### src/rtl/axi2iob_pkg.sv
// Shared AXI field widths and encodings for the AXI4 slave to native-bus bridge.
package axi2iob_pkg;

   localparam int AXI_LEN_W   = 8;
   localparam int AXI_SIZE_W  = 3;
   localparam int AXI_BURST_W = 2;
   localparam int AXI_RESP_W  = 2;

   typedef enum logic [AXI_BURST_W-1:0] {
      BURST_FIXED = 2'b00,
      BURST_INCR  = 2'b01,
      BURST_WRAP  = 2'b10,
      BURST_RSVD  = 2'b11
   } burst_e;

   localparam logic [AXI_RESP_W-1:0] RESP_OKAY   = 2'b00;
   localparam logic [AXI_RESP_W-1:0] RESP_SLVERR = 2'b10;

   // Largest legal AWSIZE/ARSIZE for a data bus of data_w bits.
   function automatic logic [AXI_SIZE_W-1:0] max_size(input int data_w);
      return AXI_SIZE_W'($clog2(data_w / 8));
   endfunction

endpackage

### src/rtl/axi2iob_addr_gen.sv
// Next-beat address and burst-legality check, shared by the read and write paths.
module axi2iob_addr_gen
   import axi2iob_pkg::*;
#(
   parameter int ADDR_W = 32,
   parameter int DATA_W = 32
) (
   input  logic [ADDR_W-1:0]      addr,
   input  logic [AXI_SIZE_W-1:0]  size,
   input  logic [AXI_BURST_W-1:0] burst,
   output logic [ADDR_W-1:0]      next_addr,
   output logic                   cfg_err
);

   always_comb begin
      cfg_err = (burst == BURST_WRAP) || (burst == BURST_RSVD) || (size > max_size(DATA_W));
      // FIXED repeats the address; the carry out of INCR is dropped (wraps modulo 2^ADDR_W).
      if (burst == BURST_INCR)
         next_addr = addr + (ADDR_W'(1) << size);
      else
         next_addr = addr;
   end

endmodule

### src/rtl/axi2iob.sv
// AXI4-Full slave to native-bus master bridge: one burst at a time, one native access per beat.
module axi2iob
   import axi2iob_pkg::*;
#(
   parameter int ADDR_W   = 32,
   parameter int DATA_W   = 32,
   parameter int AXI_ID_W = 1
) (
   input  logic                   clk,
   input  logic                   rst,
   // write address
   input  logic [AXI_ID_W-1:0]    s_axi_awid,
   input  logic [ADDR_W-1:0]      s_axi_awaddr,
   input  logic [AXI_LEN_W-1:0]   s_axi_awlen,
   input  logic [AXI_SIZE_W-1:0]  s_axi_awsize,
   input  logic [AXI_BURST_W-1:0] s_axi_awburst,
   input  logic                   s_axi_awvalid,
   output logic                   s_axi_awready,
   // write data
   input  logic [DATA_W-1:0]      s_axi_wdata,
   input  logic [DATA_W/8-1:0]    s_axi_wstrb,
   input  logic                   s_axi_wlast,
   input  logic                   s_axi_wvalid,
   output logic                   s_axi_wready,
   // write response
   output logic [AXI_ID_W-1:0]    s_axi_bid,
   output logic [AXI_RESP_W-1:0]  s_axi_bresp,
   output logic                   s_axi_bvalid,
   input  logic                   s_axi_bready,
   // read address
   input  logic [AXI_ID_W-1:0]    s_axi_arid,
   input  logic [ADDR_W-1:0]      s_axi_araddr,
   input  logic [AXI_LEN_W-1:0]   s_axi_arlen,
   input  logic [AXI_SIZE_W-1:0]  s_axi_arsize,
   input  logic [AXI_BURST_W-1:0] s_axi_arburst,
   input  logic                   s_axi_arvalid,
   output logic                   s_axi_arready,
   // read data
   output logic [AXI_ID_W-1:0]    s_axi_rid,
   output logic [DATA_W-1:0]      s_axi_rdata,
   output logic [AXI_RESP_W-1:0]  s_axi_rresp,
   output logic                   s_axi_rlast,
   output logic                   s_axi_rvalid,
   input  logic                   s_axi_rready,
   // native master
   output logic                   m_valid,
   output logic [ADDR_W-1:0]      m_addr,
   output logic [DATA_W-1:0]      m_wdata,
   output logic [DATA_W/8-1:0]    m_wstrb,
   input  logic [DATA_W-1:0]      m_rdata,
   input  logic                   m_ready
);

   typedef enum logic [2:0] {
      IDLE, WR_DATA, WR_ACC, WR_RESP, RD_ACC, RD_DATA
   } state_e;

   state_e state, state_nxt;

   logic                   last_wr;
   logic [AXI_ID_W-1:0]    id;
   logic [ADDR_W-1:0]      addr;
   logic [AXI_LEN_W-1:0]   len;
   logic [AXI_LEN_W-1:0]   cnt;
   logic [AXI_SIZE_W-1:0]  size;
   logic [AXI_BURST_W-1:0] burst;
   logic                   err;

   logic                   aw_sel, ar_sel;
   logic                   aw_hs, ar_hs, w_hs;
   logic                   last_beat, wlast_err, w_skip;
   logic [ADDR_W-1:0]      gen_addr, next_addr;
   logic [AXI_SIZE_W-1:0]  gen_size;
   logic [AXI_BURST_W-1:0] gen_burst;
   logic                   gen_err;

   // NOTE: every signal written in an always_comb gets a default first, so no latch is inferred.
   always_comb begin
      // On a tie, serve the channel that did not win last time.
      aw_sel        = s_axi_awvalid && (!s_axi_arvalid || !last_wr);
      ar_sel        = s_axi_arvalid && !aw_sel;
      s_axi_awready = !rst && (state == IDLE) && aw_sel;
      s_axi_arready = !rst && (state == IDLE) && ar_sel;
      s_axi_wready  = (state == WR_DATA);
      aw_hs         = s_axi_awready;
      ar_hs         = s_axi_arready;
      w_hs          = s_axi_wvalid && s_axi_wready;
      last_beat     = (cnt == len);
      wlast_err     = (s_axi_wlast != last_beat);
      // A zero-strobe beat would look like a read natively, so it is retired without an access.
      w_skip        = err || wlast_err || (s_axi_wstrb == '0);

      // In IDLE the checker looks at the incoming request so err is known at the handshake.
      gen_addr  = addr;
      gen_size  = size;
      gen_burst = burst;
      if (state == IDLE) begin
         if (aw_sel) begin
            gen_addr  = s_axi_awaddr;
            gen_size  = s_axi_awsize;
            gen_burst = s_axi_awburst;
         end else begin
            gen_addr  = s_axi_araddr;
            gen_size  = s_axi_arsize;
            gen_burst = s_axi_arburst;
         end
      end
   end

   axi2iob_addr_gen #(
      .ADDR_W (ADDR_W),
      .DATA_W (DATA_W)
   ) u_addr_gen (
      .addr      (gen_addr),
      .size      (gen_size),
      .burst     (gen_burst),
      .next_addr (next_addr),
      .cfg_err   (gen_err)
   );

   // NOTE: sequential state uses non-blocking assignments only, so every flop samples pre-edge values.
   always_ff @(posedge clk or posedge rst) begin
      if (rst)
         state <= IDLE;
      else
         state <= state_nxt;
   end

   always_comb begin
      state_nxt = state;
      case (state)
         IDLE: begin
            if (aw_hs)
               state_nxt = WR_DATA;
            else if (ar_hs)
               state_nxt = RD_ACC;
         end
         WR_DATA: begin
            if (w_hs) begin
               if (!w_skip)
                  state_nxt = WR_ACC;
               else if (last_beat)
                  state_nxt = WR_RESP;
            end
         end
         WR_ACC: begin
            if (m_ready)
               state_nxt = last_beat ? WR_RESP : WR_DATA;
         end
         WR_RESP: begin
            if (s_axi_bready)
               state_nxt = IDLE;
         end
         RD_ACC: begin
            if (err || m_ready)
               state_nxt = RD_DATA;
         end
         RD_DATA: begin
            if (s_axi_rready)
               state_nxt = s_axi_rlast ? IDLE : RD_ACC;
         end
         default: state_nxt = IDLE;
      endcase
   end

   always_ff @(posedge clk or posedge rst) begin
      if (rst) begin
         last_wr      <= 1'b0;
         id           <= '0;
         addr         <= '0;
         len          <= '0;
         cnt          <= '0;
         size         <= '0;
         burst        <= '0;
         err          <= 1'b0;
         m_valid      <= 1'b0;
         m_addr       <= '0;
         m_wdata      <= '0;
         m_wstrb      <= '0;
         s_axi_bvalid <= 1'b0;
         s_axi_bid    <= '0;
         s_axi_bresp  <= '0;
         s_axi_rvalid <= 1'b0;
         s_axi_rid    <= '0;
         s_axi_rdata  <= '0;
         s_axi_rresp  <= '0;
         s_axi_rlast  <= 1'b0;
      end else begin
         case (state)
            IDLE: begin
               if (aw_hs) begin
                  last_wr <= 1'b1;
                  id      <= s_axi_awid;
                  addr    <= s_axi_awaddr;
                  len     <= s_axi_awlen;
                  size    <= s_axi_awsize;
                  burst   <= s_axi_awburst;
                  cnt     <= '0;
                  err     <= gen_err;
               end else if (ar_hs) begin
                  last_wr <= 1'b0;
                  id      <= s_axi_arid;
                  addr    <= s_axi_araddr;
                  len     <= s_axi_arlen;
                  size    <= s_axi_arsize;
                  burst   <= s_axi_arburst;
                  cnt     <= '0;
                  err     <= gen_err;
                  if (!gen_err) begin
                     m_valid <= 1'b1;
                     m_addr  <= s_axi_araddr;
                     m_wstrb <= '0;
                  end
               end
            end
            WR_DATA: begin
               if (w_hs) begin
                  if (wlast_err)
                     err <= 1'b1;
                  if (!w_skip) begin
                     m_valid <= 1'b1;
                     m_addr  <= addr;
                     m_wdata <= s_axi_wdata;
                     m_wstrb <= s_axi_wstrb;
                  end else if (!last_beat) begin
                     addr <= next_addr;
                     cnt  <= cnt + AXI_LEN_W'(1);
                  end else begin
                     s_axi_bvalid <= 1'b1;
                     s_axi_bid    <= id;
                     s_axi_bresp  <= (err || wlast_err) ? RESP_SLVERR : RESP_OKAY;
                  end
               end
            end
            WR_ACC: begin
               if (m_ready) begin
                  m_valid <= 1'b0;
                  if (last_beat) begin
                     s_axi_bvalid <= 1'b1;
                     s_axi_bid    <= id;
                     s_axi_bresp  <= err ? RESP_SLVERR : RESP_OKAY;
                  end else begin
                     addr <= next_addr;
                     cnt  <= cnt + AXI_LEN_W'(1);
                  end
               end
            end
            WR_RESP: begin
               if (s_axi_bready)
                  s_axi_bvalid <= 1'b0;
            end
            RD_ACC: begin
               if (err || m_ready) begin
                  m_valid      <= 1'b0;
                  s_axi_rvalid <= 1'b1;
                  s_axi_rid    <= id;
                  s_axi_rlast  <= last_beat;
                  s_axi_rdata  <= err ? '0 : m_rdata;
                  s_axi_rresp  <= err ? RESP_SLVERR : RESP_OKAY;
               end
            end
            RD_DATA: begin
               if (s_axi_rready) begin
                  s_axi_rvalid <= 1'b0;
                  if (!s_axi_rlast) begin
                     addr <= next_addr;
                     cnt  <= cnt + AXI_LEN_W'(1);
                     if (!err) begin
                        m_valid <= 1'b1;
                        m_addr  <= next_addr;
                        m_wstrb <= '0;
                     end
                  end
               end
            end
            default: ;
         endcase
      end
   end

endmodule
### config.mk
export PLATFORM = sky130hd
export DESIGN_NAME = axi2iob
export DESIGN_NICKNAME = d
export VERILOG_FILES = /design/src/rtl/axi2iob_pkg.sv /design/src/rtl/axi2iob_addr_gen.sv /design/src/rtl/axi2iob.sv
export SDC_FILE = /design/constraint.sdc
export NUM_CORES = 1
export LEC_CHECK = 0
export CAP_MARGIN = 40
export CELL_PAD_IN_SITES_DETAIL_PLACEMENT = 1
export CELL_PAD_IN_SITES_GLOBAL_PLACEMENT = 1
export CORE_MARGIN = 2
export CORE_UTILIZATION = 36
export CTS_CLUSTER_DIAMETER = 50
export CTS_CLUSTER_SIZE = 40
export DETAILED_ROUTE_END_ITERATION = 7
export PLACE_DENSITY = 0.83
export SKIP_CTS_REPAIR_TIMING = 1
export SYNTH_ARGS = -nofsm -noshare
export SYNTH_HDL_FRONTEND = slang
export SYNTH_SLANG_ARGS = --single-unit
export TNS_END_PERCENT = 50
### constraint.sdc
create_clock -name clk -period 6.9 [get_ports clk]
set_clock_uncertainty 0.05 [all_clocks]
set_input_delay 1.035 -clock clk [delete_from_list [all_inputs] [get_ports clk]]
set_output_delay 1.035 -clock clk [all_outputs]
set_load 0.05 [all_outputs]
==> results_dict.tcl, run 1 <==
set metrics [dict create \
    hp-class "reg -> reg" \
    p_per_area_nw_per_um2 546.0 \
    tightestPinTransition_ns 0.8760 \
    post-route-min-period_ns 5.337 \
    synth_area_um2 10350 \
    ys_ff_latch 167 \
    dp_slack_ns 1.190 \
    dp_hpwl_um 28640 \
    power_frac_seq 0.231 \
    avgSynthCellArea_um2 8.220 \
    status "finished, final reports clean" \
    row_count 62 \
    yosys_warnings 0 \
    clockBufferDepth 2 \
    io_pins 282 \
    detail_route.wl_per_cell_um 21.42 \
    synth_area_leaders "dfrtp_1 (40%), nand2_1 (9.5%), a21oi_1 (4.3%)" \
    pwr-share-clk 0.137 \
    core_area_um2 28470 \
    critPathMaxFanout 30 \
    switching_share 0.5353 \
    tns_ns 0 \
    fin_ws_ns 1.563 \
    ir_worst_vdd_mv 0.3481 \
    endpoint_kind "flip-flop" \
    grt_max_degree 75 \
    drt_iter0_drc 929 \
    hold_violations 0 \
    via_count 10730 \
    required_ns 7.21 \
    synth_top_area_frac 0.4038 \
    fin_cells 1890 \
    async_flop_share 1.000 \
    max_cap_violations 0 \
    cts_tree "done" \
    syn-instance-count 1259 \
    drt_wl_total_um 40480 \
    dieArea_um2 30120 \
    fp.dieH_um 173.5 \
    worstHoldEndpoint "s_axi_rdata[14]" \
    busiest_layer "met2" \
    rsz0062_at_grt "false" \
    reg2reg_slack_ns 2.08 \
    yosysSeqAreaShare 0.4038 \
    grt_pass1_vias 11420 \
    use_met2 0.4585 \
    postRouteAntennaNets 0 \
    r2r_cells 14 \
    max_freq_mhz 187.4 \
    drt_pass1_iterations 5 \
    ctsRootBufferMaster "clkbuf_16" \
    drcViolationCount 0 \
    grt_pass1_wl_um 63630 \
    grt_usage 0.2673 \
    rr_endpoint "addr[23]" \
    drive_gt1_frac 0.08311 \
    worstSkewPairLatency_ns 0.45 \
    slew_violations 0 \
    nets 1669 \
    cts_buffers 17 \
    place_inst 1856 \
    p_comb_frac 0.632 \
    placement.io_buffers 279 \
    area_growth_pct 36.92 \
    synth_edf_count 0 \
    leakage_nw 5.883 \
    grt_overflow_total 0 \
    use_met3 0.04890 \
    min_delay_path_depth 2 \
    grt_antenna_before_repair 2 \
    yosysTopAreaCell "dfrtp_1" \
    timing.rr.start "state[0]" \
    hold_path_startpoint "s_axi_rdata[14]" \
    initial_core_util 0.3635 \
    report.final.setup_viol 0 \
    p_total_mw 7.737 \
    clk_pin_slew_worst_paths_ns 0.08 \
    worstPathArrival_ns 5.65 \
    power.net_switching_mw 4.142 \
    place_congestion 0.8828 \
    max_slew_margin 0.4160 \
    grtUsageMet1 0.3326 \
    cts_sinks 167 \
    worstSetupPathType "in -> reg" \
    cp-start-kind "primary input" \
    viasPerCell 5.679 \
    h-tree-depth 4 \
    die_x_um 173.5 \
    fin_crit_sh 0.7734 \
    p_int_mw 3.595 \
    synth.distinct_cells 72 \
    ys.flop_type "dfrtp_1" \
]
==> how the worst max path moves through the flow <==
stage                        startpoint         end  depth (start not counted)
after floorplan                     rst     addr[0]                          1
after global placement    s_axi_arvalid  m_addr[16]                         13
after detailed placement  s_axi_arvalid  m_addr[16]                         13
after CTS                 s_axi_arvalid  m_addr[16]                         13
after global routing      s_axi_arvalid  m_addr[12]                         12
final                     s_axi_arvalid  m_addr[16]                         13
==> synth_stat cells (all sizes together), types with 2 or more instances <==
library cell / number
xor2: 20
buf: 28
a2111oi: 2
nand4b: 2
mux2i: 29
mux2: 39
o31ai: 7
and3: 11
nand2b: 5
or4: 5
nor2: 111
o221ai: 9
nand3b: 7
o21bai: 2
a32oi: 2
nand2: 263
nor4: 26
clkbuf: 64
inv: 24
a21oi: 89
a311oi: 2
nor2b: 10
a221o: 3
nand4: 38
a211oi: 10
nand3: 28
and2: 3
a31o: 8
a22o: 6
nor3b: 6
xnor2: 39
nor3: 35
ha: 8
a21o: 6
or3: 7
or2: 2
a31oi: 47
o21ai: 72
dfrtp: 167
==> sequential cells by signal (all words and copies together), names as in the netlist, 2 cells and up <==
signal	flops
m_addr	32
len	8
burst	2
state	3
m_wstrb	4
s_axi_rdata	32
addr	32
size	3
cnt	8
m_wdata	32
==> power by group through the flow <==
stage	Clock, mW	Combinational [mW]	Sequential (mW)
2_1_floorplan	0	2.36	2.67
3_3_place_gp	0	4.65	1.77
3_5_place_dp	0	4.83	1.80
4_1_cts	1.08	4.87	1.78
5_1_grt	1.10	5.24	1.84
6_report	1.06	4.89	1.78
==> layout by cell type, fill, tap and decap left out, types with 7 or more instances in the layout <==
master	netlist	final
clkdlybuf4s50_1	0	278
nand2_1	263	263
dfrtp_1	167	167
nor2_1	110	110
a21oi_1	89	89
o21ai_0	68	68
a31oi_1	43	43
mux2_2	39	39
xnor2_1	39	39
nand4_1	38	38
nor3_1	34	33
mux2i_1	29	29
nand3_1	28	28
nor4_1	24	24
inv_1	23	22
buf_4	6	22
xor2_1	20	20
clkbuf_16	0	17
nor2b_1	10	10
and3_1	10	10
a211oi_1	10	10
o221ai_1	9	9
ha_1	8	8
or3_1	7	7
a31o_2	7	7
nand3b_1	7	7
o31ai_1	7	7
==> layout make-up <==
cell class | instances | area [um2]
Clock buffer | 17 | 425.4
Fill cell | 3349 | 14300
Inverter | 25 | 98.84
Sequential cell | 167 | 4179
Multi-Input combinational cell | 976 | 5717
Tap cell | 384 | 480.5
Antenna cell | 2 | 5.005
Clock inverter | 15 | 222.7
Timing Repair Buffer | 304 | 3042
==> cells by family (layout without fill, tap and decap cells) <==
group                    count (synthesis)  count (layout)  share of synthesized area
AO/OA/AOI/OAI                          277             277                     0.1669
XOR/XNOR                                59              59                    0.04993
adder cells (fa/ha/maj)                 10              10                    0.01257
buffers and inverters                  117             361                    0.04739
flip-flops                             167             167                     0.4038
multiplexers                            68              68                    0.07049
other                                    1               4                  0.0003624
AND/OR/NAND/NOR                        560             560                     0.2486
==> per-stage QoR <==
step                hold slack, ns  area, um2    util
floorplan                   0.4173      10350       -
global placement            0.3981      13420  0.4712
detailed placement          0.4076      13520  0.4748
CTS                         0.4244      14160  0.4975
global route                0.4506      14170  0.4976
finish                      0.4182      14170  0.4977
==> critical path, cell delays in order <==
cell and delay [ns]:
clkdlybuf4s50_1 0.71, a21bo_2 0.65, buf_4 0.48, nand2_1 0.10, a31oi_1 0.23, ha_1 0.33, a21o_1 0.20, a21oi_1 0.24
o211ai_1 0.22, nand3_1 0.59, nor2_1 0.16, or4_1 0.50, a32oi_1 0.19
==> per-layer routing <==
| layer | routed length [um] | up-vias |
|---|---|---|
| met3 | 2322 | 85 |
| met4 | 1381 | 0 |
| met5 | 0 | - |
| met1 | 16610 | 5366 |
| met2 | 20170 | 386 |
| li1 | - | 4897 |
(Power assumes the default switching activity.)
==> inputs of run 2 (changes only) <==
CORE_UTILIZATION = 32   (was 36)
PLACE_DENSITY = 0.78   (was 0.83)
clock period = 4.8 ns   (was 6.9 ns; I/O delays follow)
==> results_dict.tcl, run 2 (synthesized netlist as in run 1, its figures left out) <==
set metrics [dict create \
    required_ns 5.07 \
    cts_buffers 17 \
    layout_commonest_cell "clkdlybuf4s50_1" \
    area_growth_pct 38.00 \
    grt_usage 0.2372 \
    pwr-share-clk 0.127 \
    core_area_um2 31720 \
    p_per_area_nw_per_um2 780.2 \
    leakage_nw 5.954 \
    postRouteAntennaNets 0 \
    worstSetupPathType "in -> reg" \
    critPathMaxFanout 33 \
    cts_tree "done" \
    grt_overflow_total 0 \
    die_x_um 183.8 \
    report.final.setup_viol 0 \
    hp-class "reg -> reg" \
    cp-start-kind "primary input" \
    place_congestion 0.8995 \
    timing.hold.ws_ns 0.4208 \
    drcViolationCount 0 \
    slowest_delay_ns 0.58 \
    viasPerCell 5.573 \
    p_comb_frac 0.646 \
    hold_violations 0 \
    ir_worst_vdd_mv 0.4099 \
    fp.dieH_um 183.8 \
    clk_pin_slew_worst_paths_ns 0.08 \
    detail_route.wl_per_cell_um 20.90 \
    ctsRootBufferMaster "clkbuf_16" \
    fin_crit_sh 0.9032 \
    drt_iter0_drc 717 \
    clockBufferDepth 2 \
    nets 1690 \
    row_count 65 \
    endpoint_kind "flip-flop" \
    power.net_switching_mw 5.808 \
    io_pins 282 \
    cts_sinks 167 \
    worstSkewPairLatency_ns 0.44 \
    p_int_mw 5.335 \
    drt_wl_total_um 40250 \
    max_cap_violations 0 \
    via_count 10730 \
    status "finished, final reports clean" \
    cp_cell_sequence "clkdlybuf4s50_1 -> a21bo_2 -> buf_4 -> nand2_1 -> a31oi_1 -> ha_1 -> a21oi_1 -> nand2b_1 -> nor2b_1 -> o31ai_1 -> a31o_2 -> nand4b_1 -> xor2_1 -> o21ai_0 -> mux2_2" \
    place_inst 1895 \
    max_slew_margin 0.4419 \
    rsz0062_at_grt "false" \
    max_freq_mhz 230.7 \
    layout_common_cells "clkdlybuf4s50_1 (277), nand2_1 (263), dfrtp_1 (167)" \
    drive_gt1_frac 0.09521 \
    post-route-min-period_ns 4.335 \
    grt_pass1_vias 11170 \
    power_frac_seq 0.227 \
    worstPathArrival_ns 4.60 \
    switching_share 0.5212 \
    grt_pass1_wl_um 62440 \
    cp_slowest_cell "clkdlybuf4s50_1" \
    dieArea_um2 33790 \
    slew_violations 0 \
    dp_hpwl_um 29140 \
    h-tree-depth 4 \
    p_total_mw 11.14 \
    grt_antenna_before_repair 1 \
    tightestPinTransition_ns 0.8353 \
    grt_max_degree 88 \
    fin_cells 1926 \
    drt_pass1_iterations 5 \
    initial_core_util 0.3263 \
    placement.io_buffers 279 \
]
-- run 2: cell count changes in the layout (fill, tap and decap cells not counted), sizes merged --
cell / previous run / this run
buf: 26 / 48
inv: 33 / 27
bufinv: 0 / 2
clkinvlp: 0 / 2
clkdlybuf4s50: 278 / 277
diode: 2 / 1
-- run 2: layout make-up --
cell class                      count  area (um2)
Clock inverter                     13       148.9
Timing Repair Buffer              325        3216
Fill cell                        3718       17440
Multi-Input combinational cell    976        5709
Tap cell                          402       503.0
Inverter                           25       97.59
Clock buffer                       17       425.4
Sequential cell                   167        4179
Antenna cell                        1       2.502
-- run 2: final timing paths --
path / start / to / slack (ns) / cells after the start
worst max-delay path: s_axi_arvalid / m_addr[17] / 0.46 / 15
worst min-delay path: s_axi_rdata[11] / s_axi_rdata[11] / 0.42 / 2
worst max register to register: state[1] / m_addr[17] / 0.62 / 14
worst min register to register: s_axi_rdata[11] / s_axi_rdata[11] / 0.42 / 2
max in group asynchronous: rst / s_axi_rdata[30] / 2.92 / 3
min in group asynchronous: rst / last_wr / 0.85 / 2
-- run 2: per-stage QoR --
step / TNS [ns] / setup slack, ns / area (um2) / utilization
global route: 0 / 0.2324 / 14280 / 0.4503
CTS: 0 / 0.5245 / 14280 / 0.4502
finish: 0 / 0.4646 / 14280 / 0.4503
global placement: 0 / 0.2019 / 13680 / 0.4312
floorplan: -0.2257 / -0.1208 / 10360 / -
detailed placement: 0 / 0.08426 / 13700 / 0.4321
-- run 2: power groups by stage --
stage / sequential [mW] / combinational (mW) / clock (mW)
global placement: 2.51 / 6.96 / 0
detailed placement: 2.55 / 7.15 / 0
finish: 2.53 / 7.20 / 1.42
floorplan: 3.83 / 3.39 / 0
CTS: 2.53 / 7.17 / 1.44
global route: 2.61 / 7.73 / 1.49
-- run 2: per-layer routing --
metal	vias up	track usage	wire, um
met2	331	0.4029	19900
met4	0	0.08224	1003
met3	67	0.03803	1966
li1	4949	-	-
met5	-	0	0
met1	5386	0.3062	17380
-- run 2: worst max-delay path: cells and delay by family --
family	cells	cell delay [ns]
compound gates	6	1.65
mux	1	0.28
fa+ha+maj	1	0.27
xor+xnor	1	0.18
simple gates	4	0.51
buf+inv	2	0.99
==> inputs of run 3 (changes only) <==
CAP_MARGIN = 20   (was 40)
==> results_dict.tcl, run 3 (synthesized netlist as in run 1, its figures left out) <==
set metrics [dict create \
    status "finished, final reports clean" \
    row_count 65 \
    worstSetupPathType "in -> reg" \
    report.final.setup_viol 0 \
    h-tree-depth 4 \
    pwr-share-clk 0.128 \
    leakage_nw 5.936 \
    p_total_mw 11.12 \
    required_ns 5.14 \
    grt_max_degree 88 \
    viasPerCell 5.599 \
    p_per_area_nw_per_um2 779.7 \
    rsz0062_at_grt "false" \
    clk_pin_slew_worst_paths_ns 0.08 \
    core_area_um2 31720 \
    cts_sinks 167 \
    ir_worst_vdd_mv 0.3794 \
    detail_route.wl_per_cell_um 20.87 \
    timing.hold.ws_ns 0.4155 \
    worstPathArrival_ns 4.64 \
    worstSkewPairLatency_ns 0.46 \
    p_comb_frac 0.644 \
    nets 1689 \
    critPathMaxFanout 33 \
    switching_share 0.5245 \
    hp-class "reg -> reg" \
    grt_pass1_wl_um 62550 \
    post-route-min-period_ns 4.296 \
    power_frac_seq 0.228 \
    fin_crit_sh 0.8951 \
    grt_pass1_vias 11070 \
    cts_buffers 17 \
    drive_gt1_frac 0.09580 \
    cts_tree "done" \
    fp.dieH_um 183.8 \
    ctsRootBufferMaster "clkbuf_16" \
    power.net_switching_mw 5.833 \
    area_growth_pct 37.83 \
    grt_antenna_before_repair 1 \
    placed_area_um2 13680 \
    fin_area_um2 14260 \
    cp-start-kind "primary input" \
    drt_iter0_drc 770 \
    max_cap_violations 0 \
    grt_overflow_total 0 \
    io_pins 282 \
    initial_core_util 0.3263 \
    num_antenna_cells 0 \
    tightestPinTransition_ns 0.9865 \
    slew_violations 0 \
    die_x_um 183.8 \
    layout_common_cells "clkdlybuf4s50_1 (277), nand2_1 (263), dfrtp_1 (167)" \
    p_int_mw 5.289 \
    layout_commonest_cell "clkdlybuf4s50_1" \
    drcViolationCount 0 \
    placement.io_buffers 279 \
    max_slew_margin 0.3423 \
    max_freq_mhz 232.8 \
    endpoint_kind "flip-flop" \
    via_count 10780 \
    area.sequential_um2 4179 \
    n_fill_cell 3707 \
    place_congestion 0.8995 \
    dp_hpwl_um 29100 \
    drt_pass1_iterations 8 \
    postRouteAntennaNets 0 \
    dieArea_um2 33790 \
    drt_wl_total_um 40200 \
    multi_input_area_um2 5709 \
    grt_usage 0.2384 \
    hold_violations 0 \
    clockBufferDepth 2 \
]
==> run 3: power by group through the flow <==
| stage | Clock, mW | Combinational (mW) | Sequential [mW] |
|---|---|---|---|
| 2_1_floorplan | 0 | 3.39 | 3.83 |
| 3_3_place_gp | 0 | 6.96 | 2.51 |
| 3_5_place_dp | 0 | 7.13 | 2.55 |
| 4_1_cts | 1.46 | 7.16 | 2.53 |
| 5_1_grt | 1.51 | 7.70 | 2.61 |
| 6_report | 1.43 | 7.17 | 2.53 |
==> run 3: cell type report <==
class / count / area share
flip-flops and latches: 167 / 0.2930
clock buffers: 17 / 0.02982
clock inverters: 15 / 0.01132
repair buffers: 324 / 0.2235
well taps: 402 / 0.03526
multi-input cells: 976 / 0.4003
inverters: 25 / 0.006842
==> run 3: metrics by stage <==
| stage | TNS [ns] | cells | setup WS (ns) | util |
|---|---|---|---|---|
| 6_report | 0 | 1926 | 0.5037 | 0.4497 |
| 5_1_grt | 0 | 1926 | 0.2740 | 0.4497 |
| 4_1_cts | 0 | 1926 | 0.5515 | 0.4497 |
| 3_5_place_dp | 0 | 1894 | 0.07394 | 0.4312 |
| 3_3_place_gp | 0 | 1894 | 0.2019 | 0.4312 |
| 2_1_floorplan | -0.2257 | 1260 | -0.1208 | - |
==> run 3: per-layer routing <==
metal  vias to the layer above  wire length, um  part of all wire  GRT usage
met5                         -               13           0.00032          0
met4                         2             1014             0.025    0.08672
met3                        66             2163             0.054    0.03803
met2                       341            19880              0.49     0.4018
met1                      5432            17130              0.43     0.3088
li1                       4943                -                 -          -
==> run 3: worst paths after layout <==
check,slack (ns),startpoint,endpoint,cells past startpoint
setup reg to reg,0.63,state[1],m_addr[21],13
hold / removal,0.42,s_axi_rdata[3],s_axi_rdata[3],2
min in group asynchronous,0.81,rst,burst[0],2
setup / recovery,0.50,s_axi_arvalid,m_addr[21],14
max in group asynchronous,2.96,rst,s_axi_rdata[0],3
hold reg to reg,0.42,s_axi_rdata[3],s_axi_rdata[3],2
==> run 3: worst max-delay path, cell delays in order <==
cell and delay, ns:
clkdlybuf4s50_1 0.59, a21bo_2 0.23, buf_4 0.41, nand2_1 0.10, a31oi_1 0.22, ha_1 0.22, a21oi_1 0.12, a211oi_1 0.34
o31ai_1 0.17, a31o_2 0.31, or4_4 0.56, or3_1 0.32, a31o_1 0.22, o21ai_2 0.10
